### src/rtl/seq_gen_pkg.sv
// seq_gen_pkg
//   Shared definitions for the serial pattern generator: FSM state encoding
//   and the default 4-bit frame used by the matching sequence detectors.
package seq_gen_pkg;

  typedef enum logic [1:0] {
    S_IDLE = 2'd0,
    S_SEND = 2'd1,
    S_GAP  = 2'd2,
    S_FIN  = 2'd3
  } state_e;

  localparam logic [3:0] DEFAULT_PATTERN = 4'b1101;

endpackage

### src/rtl/seq_shift_reg.sv
// seq_shift_reg
//   W-bit loadable left-shift register with serial MSB output. Zeros enter
//   at the LSB on every shift. Load has priority over shift.
// Ports:
//   clk    in   clock, rising edge
//   rst    in   asynchronous active-low reset (register cleared)
//   load   in   load din on the next edge
//   shift  in   shift left by one on the next edge
//   din    in   W-bit parallel load value
//   ser_o  out  current MSB (a flop output)
module seq_shift_reg #(
  parameter int W = 4
) (
  input  logic         clk,
  input  logic         rst,
  input  logic         load,
  input  logic         shift,
  input  logic [W-1:0] din,
  output logic         ser_o
);

  logic [W-1:0] data_q;
  logic [W-1:0] data_d;

  always_comb begin
    data_d = data_q;
    if (load) begin
      data_d = din;
    end else if (shift) begin
      data_d = {data_q[W-2:0], 1'b0};
    end
  end

  always_ff @(posedge clk or negedge rst) begin
    if (!rst) begin
      data_q <= '0;
    end else begin
      data_q <= data_d;
    end
  end

  assign ser_o = data_q[W-1];

endmodule

### src/rtl/seq_pattern_generator.sv
// seq_pattern_generator
//   Serial bit-pattern transmitter. On an accepted start it captures a
//   PAT_W-bit pattern and a frame count, then sends the pattern MSB-first,
//   one bit per clock, for the requested number of frames with GAP idle
//   cycles between frames.
//   Optional build macro SEQ_GEN_PARITY_EN appends one even-parity bit
//   (XOR of the captured pattern) after bit 0 of every frame.
// Ports:
//   clk        in   clock, rising edge
//   rst        in   asynchronous active-low reset
//   start      in   single-cycle request, sampled only in IDLE
//   pattern    in   PAT_W-bit frame, MSB sent first
//   frames     in   RPT_W-bit frame count (0 treated as 1)
//   out        out  serial data (registered)
//   out_valid  out  high on every pattern/parity bit cycle
//   busy       out  high from the cycle after start until done
//   done       out  one-cycle pulse after the final frame
//
// state  | meaning
// -------+-----------------------------------------------------------
// IDLE   | waiting for start, all outputs low
// SEND   | shifting frame bits out (plus parity bit when enabled)
// GAP    | idle-zero spacing between frames, busy held high
// FIN    | done pulse for one cycle, start ignored
module seq_pattern_generator
  import seq_gen_pkg::*;
#(
  parameter int PAT_W = 4,
  parameter int RPT_W = 4,
  parameter int GAP   = 2
) (
  input  logic             clk,
  input  logic             rst,
  input  logic             start,
  input  logic [PAT_W-1:0] pattern,
  input  logic [RPT_W-1:0] frames,
  output logic             out,
  output logic             out_valid,
  output logic             busy,
  output logic             done
);

  localparam int BIT_W = $clog2(PAT_W);
  localparam int GAP_W = (GAP > 1) ? $clog2(GAP) : 1;
  localparam logic [BIT_W-1:0] BIT_LAST = BIT_W'(PAT_W - 1);
  localparam logic [GAP_W-1:0] GAP_LAST = GAP_W'((GAP > 0) ? GAP - 1 : 0);

  state_e             state_q, state_d;
  logic [PAT_W-1:0]   pat_q, pat_d;
  logic [RPT_W-1:0]   frm_q, frm_d;
  logic [BIT_W-1:0]   bit_cnt_q, bit_cnt_d;
  logic [GAP_W-1:0]   gap_cnt_q, gap_cnt_d;
  logic               valid_q, valid_d;
  logic               busy_q, busy_d;
  logic               done_q, done_d;
`ifdef SEQ_GEN_PARITY_EN
  logic               par_q, par_d;
`endif

  logic               sr_load;
  logic               sr_shift;
  logic [PAT_W-1:0]   sr_din;
  logic               sr_ser;
  logic               frame_end;

  // The shift register doubles as the output flop: whatever sits in its MSB
  // is the line value. Idle/gap/done cycles load zeros so out stays low.
  seq_shift_reg #(
    .W (PAT_W)
  ) u_shift (
    .clk   (clk),
    .rst   (rst),
    .load  (sr_load),
    .shift (sr_shift),
    .din   (sr_din),
    .ser_o (sr_ser)
  );

  always_comb begin
    state_d   = state_q;
    pat_d     = pat_q;
    frm_d     = frm_q;
    bit_cnt_d = bit_cnt_q;
    gap_cnt_d = gap_cnt_q;
    valid_d   = 1'b0;
    busy_d    = 1'b0;
    done_d    = 1'b0;
    sr_load   = 1'b0;
    sr_shift  = 1'b0;
    sr_din    = '0;
    frame_end = 1'b0;
`ifdef SEQ_GEN_PARITY_EN
    par_d     = 1'b0;
`endif

    case (state_q)
      S_IDLE: begin
        if (start) begin
          pat_d     = pattern;
          frm_d     = (frames == '0) ? RPT_W'(1) : frames;
          bit_cnt_d = BIT_LAST;
          sr_load   = 1'b1;
          sr_din    = pattern;
          valid_d   = 1'b1;
          busy_d    = 1'b1;
          state_d   = S_SEND;
        end
      end

      S_SEND: begin
        busy_d = 1'b1;
        if (bit_cnt_q != '0) begin
          sr_shift  = 1'b1;
          valid_d   = 1'b1;
          bit_cnt_d = bit_cnt_q - BIT_W'(1);
        end else begin
`ifdef SEQ_GEN_PARITY_EN
          // Bit 0 is on the line: insert the parity cycle once, then end.
          if (!par_q) begin
            par_d             = 1'b1;
            sr_load           = 1'b1;
            sr_din[PAT_W-1]   = ^pat_q;
            valid_d           = 1'b1;
          end else begin
            frame_end = 1'b1;
          end
`else
          frame_end = 1'b1;
`endif
        end

        if (frame_end) begin
          sr_load = 1'b1;
          if (frm_q > RPT_W'(1)) begin
            frm_d = frm_q - RPT_W'(1);
            if (GAP > 0) begin
              gap_cnt_d = GAP_LAST;
              state_d   = S_GAP;
            end else begin
              // Back-to-back: next frame's MSB follows bit 0 directly.
              sr_din    = pat_q;
              bit_cnt_d = BIT_LAST;
              valid_d   = 1'b1;
            end
          end else begin
            busy_d  = 1'b0;
            done_d  = 1'b1;
            state_d = S_FIN;
          end
        end
      end

      S_GAP: begin
        busy_d = 1'b1;
        if (gap_cnt_q == '0) begin
          sr_load   = 1'b1;
          sr_din    = pat_q;
          bit_cnt_d = BIT_LAST;
          valid_d   = 1'b1;
          state_d   = S_SEND;
        end else begin
          gap_cnt_d = gap_cnt_q - GAP_W'(1);
        end
      end

      S_FIN: begin
        state_d = S_IDLE;
      end

      default: begin
        state_d = S_IDLE;
      end
    endcase
  end

  always_ff @(posedge clk or negedge rst) begin
    if (!rst) begin
      state_q   <= S_IDLE;
      pat_q     <= '0;
      frm_q     <= '0;
      bit_cnt_q <= '0;
      gap_cnt_q <= '0;
      valid_q   <= 1'b0;
      busy_q    <= 1'b0;
      done_q    <= 1'b0;
`ifdef SEQ_GEN_PARITY_EN
      par_q     <= 1'b0;
`endif
    end else begin
      state_q   <= state_d;
      pat_q     <= pat_d;
      frm_q     <= frm_d;
      bit_cnt_q <= bit_cnt_d;
      gap_cnt_q <= gap_cnt_d;
      valid_q   <= valid_d;
      busy_q    <= busy_d;
      done_q    <= done_d;
`ifdef SEQ_GEN_PARITY_EN
      par_q     <= par_d;
`endif
    end
  end

  assign out       = sr_ser;
  assign out_valid = valid_q;
  assign busy      = busy_q;
  assign done      = done_q;

endmodule

### config.mk
export PLATFORM = sky130hd
export DESIGN_NAME = seq_pattern_generator
export DESIGN_NICKNAME = d
export VERILOG_FILES = /design/src/rtl/seq_gen_pkg.sv /design/src/rtl/seq_shift_reg.sv /design/src/rtl/seq_pattern_generator.sv
export SDC_FILE = /design/constraint.sdc
export NUM_CORES = 1
export LEC_CHECK = 0
export CAP_MARGIN = 15
export CORE_ASPECT_RATIO = 1.4
export CORE_UTILIZATION = 28
export CTS_CLUSTER_SIZE = 10
export DETAILED_ROUTE_END_ITERATION = 10
export PLACE_DENSITY_LB_ADDON = 0.15
export SLEW_MARGIN = 10
export SYNTH_ARGS = -nofsm -noshare
export SYNTH_HDL_FRONTEND = slang
export SYNTH_SLANG_ARGS = --single-unit
### constraint.sdc
create_clock -name clk -period 1.5 [get_ports clk]
set_input_delay 0.225 -clock clk [delete_from_list [all_inputs] [get_ports clk]]
set_output_delay 0.225 -clock clk [all_outputs]
set_load 0.01 [all_outputs]
* Word-level counts from Yosys, hierarchy flattened
Cells that the tools add are included.
** Cells by class
- $lt $le $gt $ge :: 1
- Add/subtract/negate cells :: 3
- Equality and inequality tests :: 8
- Muxes and demuxes :: 38
- Reduce and logical (&&, ||, !) cells :: 12
** Operators with widths (count)
- 4-bit two-way mux :: 8
- 1-bit two-way mux :: 16
- 4-bit case mux with 2 select lines :: 2
- 2-bit two-way mux :: 6
- 2-bit inequality test, second input constant :: 5
- 1-bit case mux with 3 select lines :: 3
- 2-bit case mux with 4 select lines :: 1
- 4-bit AND reduction :: 2
- 2-bit nonzero test :: 4
- 2-bit case mux with 3 select lines :: 1
- 3-bit AND reduction :: 2
- 2-bit equality test, second input constant :: 2
- 4-bit by 1-bit greater-than comparator with 1-bit output, second input constant :: 1
- 4-bit zero test :: 1
- 4-bit by 1-bit subtractor with 4-bit output, second input constant :: 1
- 3-bit nonzero test :: 1
- 2-bit by 1-bit equality test with 1-bit output, second input constant :: 1
- 2-bit zero test :: 1
- 1-bit case mux with 2 select lines :: 1
- 2-bit AND reduction :: 1
- 2-bit by 1-bit subtractor with 2-bit output, second input constant :: 1
- 1-bit subtractor, second input constant :: 1
** Word-level totals
- Output and inout port bits :: 4
- Bits in registers :: 20
- Input port bits :: 11

* Logic depth before layout (Yosys ltp)
- Word-level depth :: 6
- Gate-level depth with buffers :: 7
- Depth with buffers taken out :: 6

* By module
From an unflattened synthesis, not the netlist that was laid out.
** Unflattened totals
- Cell total of the unflattened synthesis :: 107
- Area total of the unflattened synthesis :: 1054.8 um2
** Modules (own cells, without submodules)
- seq_pattern_generator :: cells an instance 92, times used 1, area each 885.8 um2
- seq_shift_reg :: cells an instance 15, times used 1, area each 168.9 um2

* Worst setup path before layout
No wires, ideal clock.
- Kind :: reg-to-reg
- From :: register bit_cnt_q[0]
- To :: register u_shift.data_q[3]
- Path slack :: -0.021 ns
- Path buffers :: 1
- Data required time :: 1.381 ns
- Period minus slack after synthesis :: 1.521 ns
- Arrival :: 1.402 ns
- Cell stages (with the launch flop) :: 8
- Library setup time :: 0.119 ns
- Cell sequence :: dfrtp_1 -> inv_1 -> ha_1 -> buf_2 -> nand2_1 -> a21oi_1 -> or3_4 -> o21a_1
** Between the ends
- Longest elaborated chain between the ends :: 6
** Ends and longest elaborated chain
- from (decl) :: RTL line seq_pattern_generator.sv:51 : logic [BIT_W-1:0] bit_cnt_q, bit_cnt_d;
- from (signal assigned) :: RTL line seq_pattern_generator.sv:193 : bit_cnt_q <= bit_cnt_d;
- 2-bit nonzero test (*) :: RTL line seq_pattern_generator.sv:112 : if (bit_cnt_q != '0) begin
- 1-bit two-way mux :: RTL line seq_pattern_generator.sv:112
- 1-bit two-way mux :: RTL line seq_pattern_generator.sv:96 : case (state_q)
- 1-bit two-way mux :: RTL line seq_pattern_generator.sv:132 : if (frame_end) begin
- 1-bit case mux with 3 select lines :: RTL line seq_pattern_generator.sv:96
- 4-bit two-way mux or 2-bit nonzero test (tied branches)
- to (signal assigned) :: RTL line seq_shift_reg.sv:38 : data_q <= data_d;
- to (decl) :: RTL line seq_shift_reg.sv:22 : logic [W-1:0] data_q;
Mark *: on every way between the ends. The rest lies on a longest branch, timed or not. The select of a mux whose other input is x is not followed.
A chain may end at the register's enable or synchronous reset.

* Worst setup path after layout
- From :: register bit_cnt_q[0]
- To :: register bit_cnt_q[1]
** Between the ends
- Longest elaborated chain between the ends :: 3
** Ends and longest elaborated chain (RTL line)
- 2-bit by 1-bit subtractor with 2-bit output or 2-bit nonzero test (tied branches) :: seq_pattern_generator.sv:115, seq_pattern_generator.sv:112
- 2-bit two-way mux or 2-bit inequality test (tied branches)
- 2-bit case mux with 3 select lines or 4-bit AND reduction (tied branches)
Several ways; a longest one is shown, not always the timed one. The select of a mux whose other input is x is not followed.

==> results.toml <==
[outcome]
status = "complete, no violations"

[synth]
async_reset_ff_share_pct = 100
synth_ff_type = "dfrtp_1"
synthesis.instances = 106
syn_area_um2 = 1050
syn_avg_cell_area_um2 = 9.89
syn-num-nets = 120
yosysUniqueCellTypes = 32
synth_edf_count = 0
synth-warning-count = 0
ys_ff_latch = 20
synth-seq-area-share_pct = 47.7

[grt]
overflow = 0
grt_max_degree = 21
grt_antenna_before_repair = 0
grt_pass1_vias = 934
grt_pass1_wl_um = 4190
grt_use_total_pct = 14.8

[power]
ir_drop_mv = 0.896
cellPowerDensity_nw_per_um2 = 2150
p_leak_nw = 0.618

[finish]
final_cells = 177
antenna_cells = 0
syn2layout_area_growth_pct = 40.2
stdcell_area_um2 = 1470
fin_nets = 153
ff_latch_area_um2 = 502
drive_above_1_share_pct = 33.6
multi_input_area_um2 = 576
num-fill-cells = 339

[drt]
viasPerCell = 5.16
wl_per_cell_um = 13.8
drc = 0
antenna_left = 0
via_count = 914
drt-initial-drc-count = 14
drt_wl_total_um = 2440
dr.pass1.iters = 4

[sta]
slew_headroom_pct = 80.4
grt_setup_unrepaired = "no"
finalSetupViolCount = 0
tightest_slew_ns = 0.293
finClkSkew_ns = 0.00152
fin_crit_ns = 1.42
drv_slew = 0
fin_crit_sh_pct = 94.4
worst_slack_ns = 0.0840
holdWs_ns = 0.310
fmaxAchievable_mhz = 706
hold_viol = 0

[floorplan]
core_um2 = 3470
rows = 25
io_pins = 15
start_util_pct = 30.2
dieArea_um2 = 4000
chipHeight_um = 74.4
chipWidth_um = 53.7

[setup_path]
criticalPathCategory = "register to register"
r2r_slack_ns = 0.08
cp-end-kind = "register"
crit_fanout = 5
crit_arrival_ns = 1.55
startpoint_type = "register"
required_ns = 1.64

[hold_path]
hold_path.class = "input port to async pin"

[job]
drv_cap = 0

[clocking]
clkSinkCount = 20
cts.clk_slew.worst_paths_ns = 0.07
clk_latency_ns = 0.25
cts_tree = "built"
numCtsBuffers = 3
root_buffer = "clkbuf_8"
htreeDepth = 1
holdBufCountCts = 0
clk_path_buf_depth = 2

[placement]
dpl.cell_count = 174
place_area_um2 = 1360
dp_slack_ns = -0.109
gp_congestion = 0.739
dp_hpwl_um = 1800
portBuffers = 14
==> Yosys cell counts (3+ instances only) <==
library cell  number  area share, %
nor3_1             8            3.8
nor2_1             9            3.2
buf_2              3            1.4
mux2_2             4            4.3
ha_1               3            3.6
nand2_1            5            1.8
o21a_1             3            2.1
dfrtp_1           20             48
a21oi_1            5            2.4
o32ai_1            3            2.5
nor2b_1            3            1.8
inv_1              7            2.5
o21ai_0            7            3.3
a22oi_1            4            2.9
==> metal layers <==
layer  vias to the layer above  track usage, %  share of wire (%)
met5                         -               0                  0
met4                         0            8.77                2.5
met3                         4            2.04                3.2
met2                        17            25.1                 52
met1                       449            17.3                 42
li1                        444               -                  -
==> cells in the final DEF (no fill, tap or decap), types with 2 or more instances in the layout <==
cell / count
nor2_1: 7
buf_4: 18
o21ai_1: 2
o32ai_1: 3
inv_1: 5
o21ai_0: 5
nor3_1: 7
a21oi_2: 3
clkbuf_8: 3
nand2b_1: 2
a31oi_1: 2
nor2b_1: 2
a22oi_1: 4
inv_2: 2
mux2_2: 4
o31a_1: 2
o21a_1: 3
ha_4: 2
a21oi_1: 2
clkdlybuf4s50_1: 14
nand2_1: 4
dfrtp_1: 19
or3_4: 2
==> power breakdown <==
group          total [mW]  switching, mW  internal [mW]  leakage, nW
Combinational        1.85          0.855          0.992        0.361
Clock               0.346          0.167          0.179       0.0216
Sequential          0.972          0.175          0.798        0.235
==> cell type report <==
type,instances,share of cell area [%]
repair buffers,32,18.7
clock buffers,3,2.81
inverters,7,1.79
well taps,40,3.40
flip-flops and latches,20,34.1
multi-input cells,75,39.1
==> what timing repair did <==
| action | 4_1_cts | 5_1_grt |
|---|---|---|
| setup endpoints to repair | 4 | 11 |
| buffers inserted | 0 | 0 |
| pin swaps | 2 | 2 |
| hold endpoints to repair | 0 | 0 |
| resized for setup | 6 | 16 |
==> critical path, stage by stage, from the launching register on <==
cell      delay [ns]
dfrtp_1         0.35
inv_1           0.07
ha_4            0.18
nand2b_1        0.15
a21oi_2         0.18
nor2_2          0.06
mux2_1          0.31
==> registers in the layout (all words and copies together), names as in the netlist <==
register and flops:
out_valid 1, pat_q 4, state_q 2, frm_q 4, u_shift.data_q 4, busy 1
done 1, bit_cnt_q 2, gap_cnt_q 1
==> cells by family after synthesis <==
group	count (synthesis)	synth area share, %
AOI/OAI and AO/OA	34	22.1
buffers and inverters	11	4.30
DFF	20	47.7
and+or+nand+nor	33	16.9
adders and majority gates	3	3.58
muxes	5	5.37
==> stage by stage <==
| step | setup TNS, ns | util, % | power, mW |
|---|---|---|---|
| after CTS | 0 | 40.9 | 3.05 |
| after global placement | -0.483 | 39.2 | 2.61 |
| after global routing | 0 | 42.3 | 3.46 |
| after floorplan | 0 | - | 1.97 |
| final | 0 | 42.3 | 3.17 |
| after detailed placement | -0.836 | 39.2 | 2.65 |
==> path summary, 6_finish.rpt <==
check / cells after the start / to / start
max in group asynchronous: 2 / state_q[0] / rst
min in group clk: 1 / u_shift.data_q[3] / u_shift.data_q[3]
setup / recovery: 6 / bit_cnt_q[1] / bit_cnt_q[0]
hold / removal: 2 / busy / rst
hold reg to reg: 1 / u_shift.data_q[3] / u_shift.data_q[3]
setup reg to reg: 6 / bit_cnt_q[1] / bit_cnt_q[0]
(Power assumes the default switching activity.)
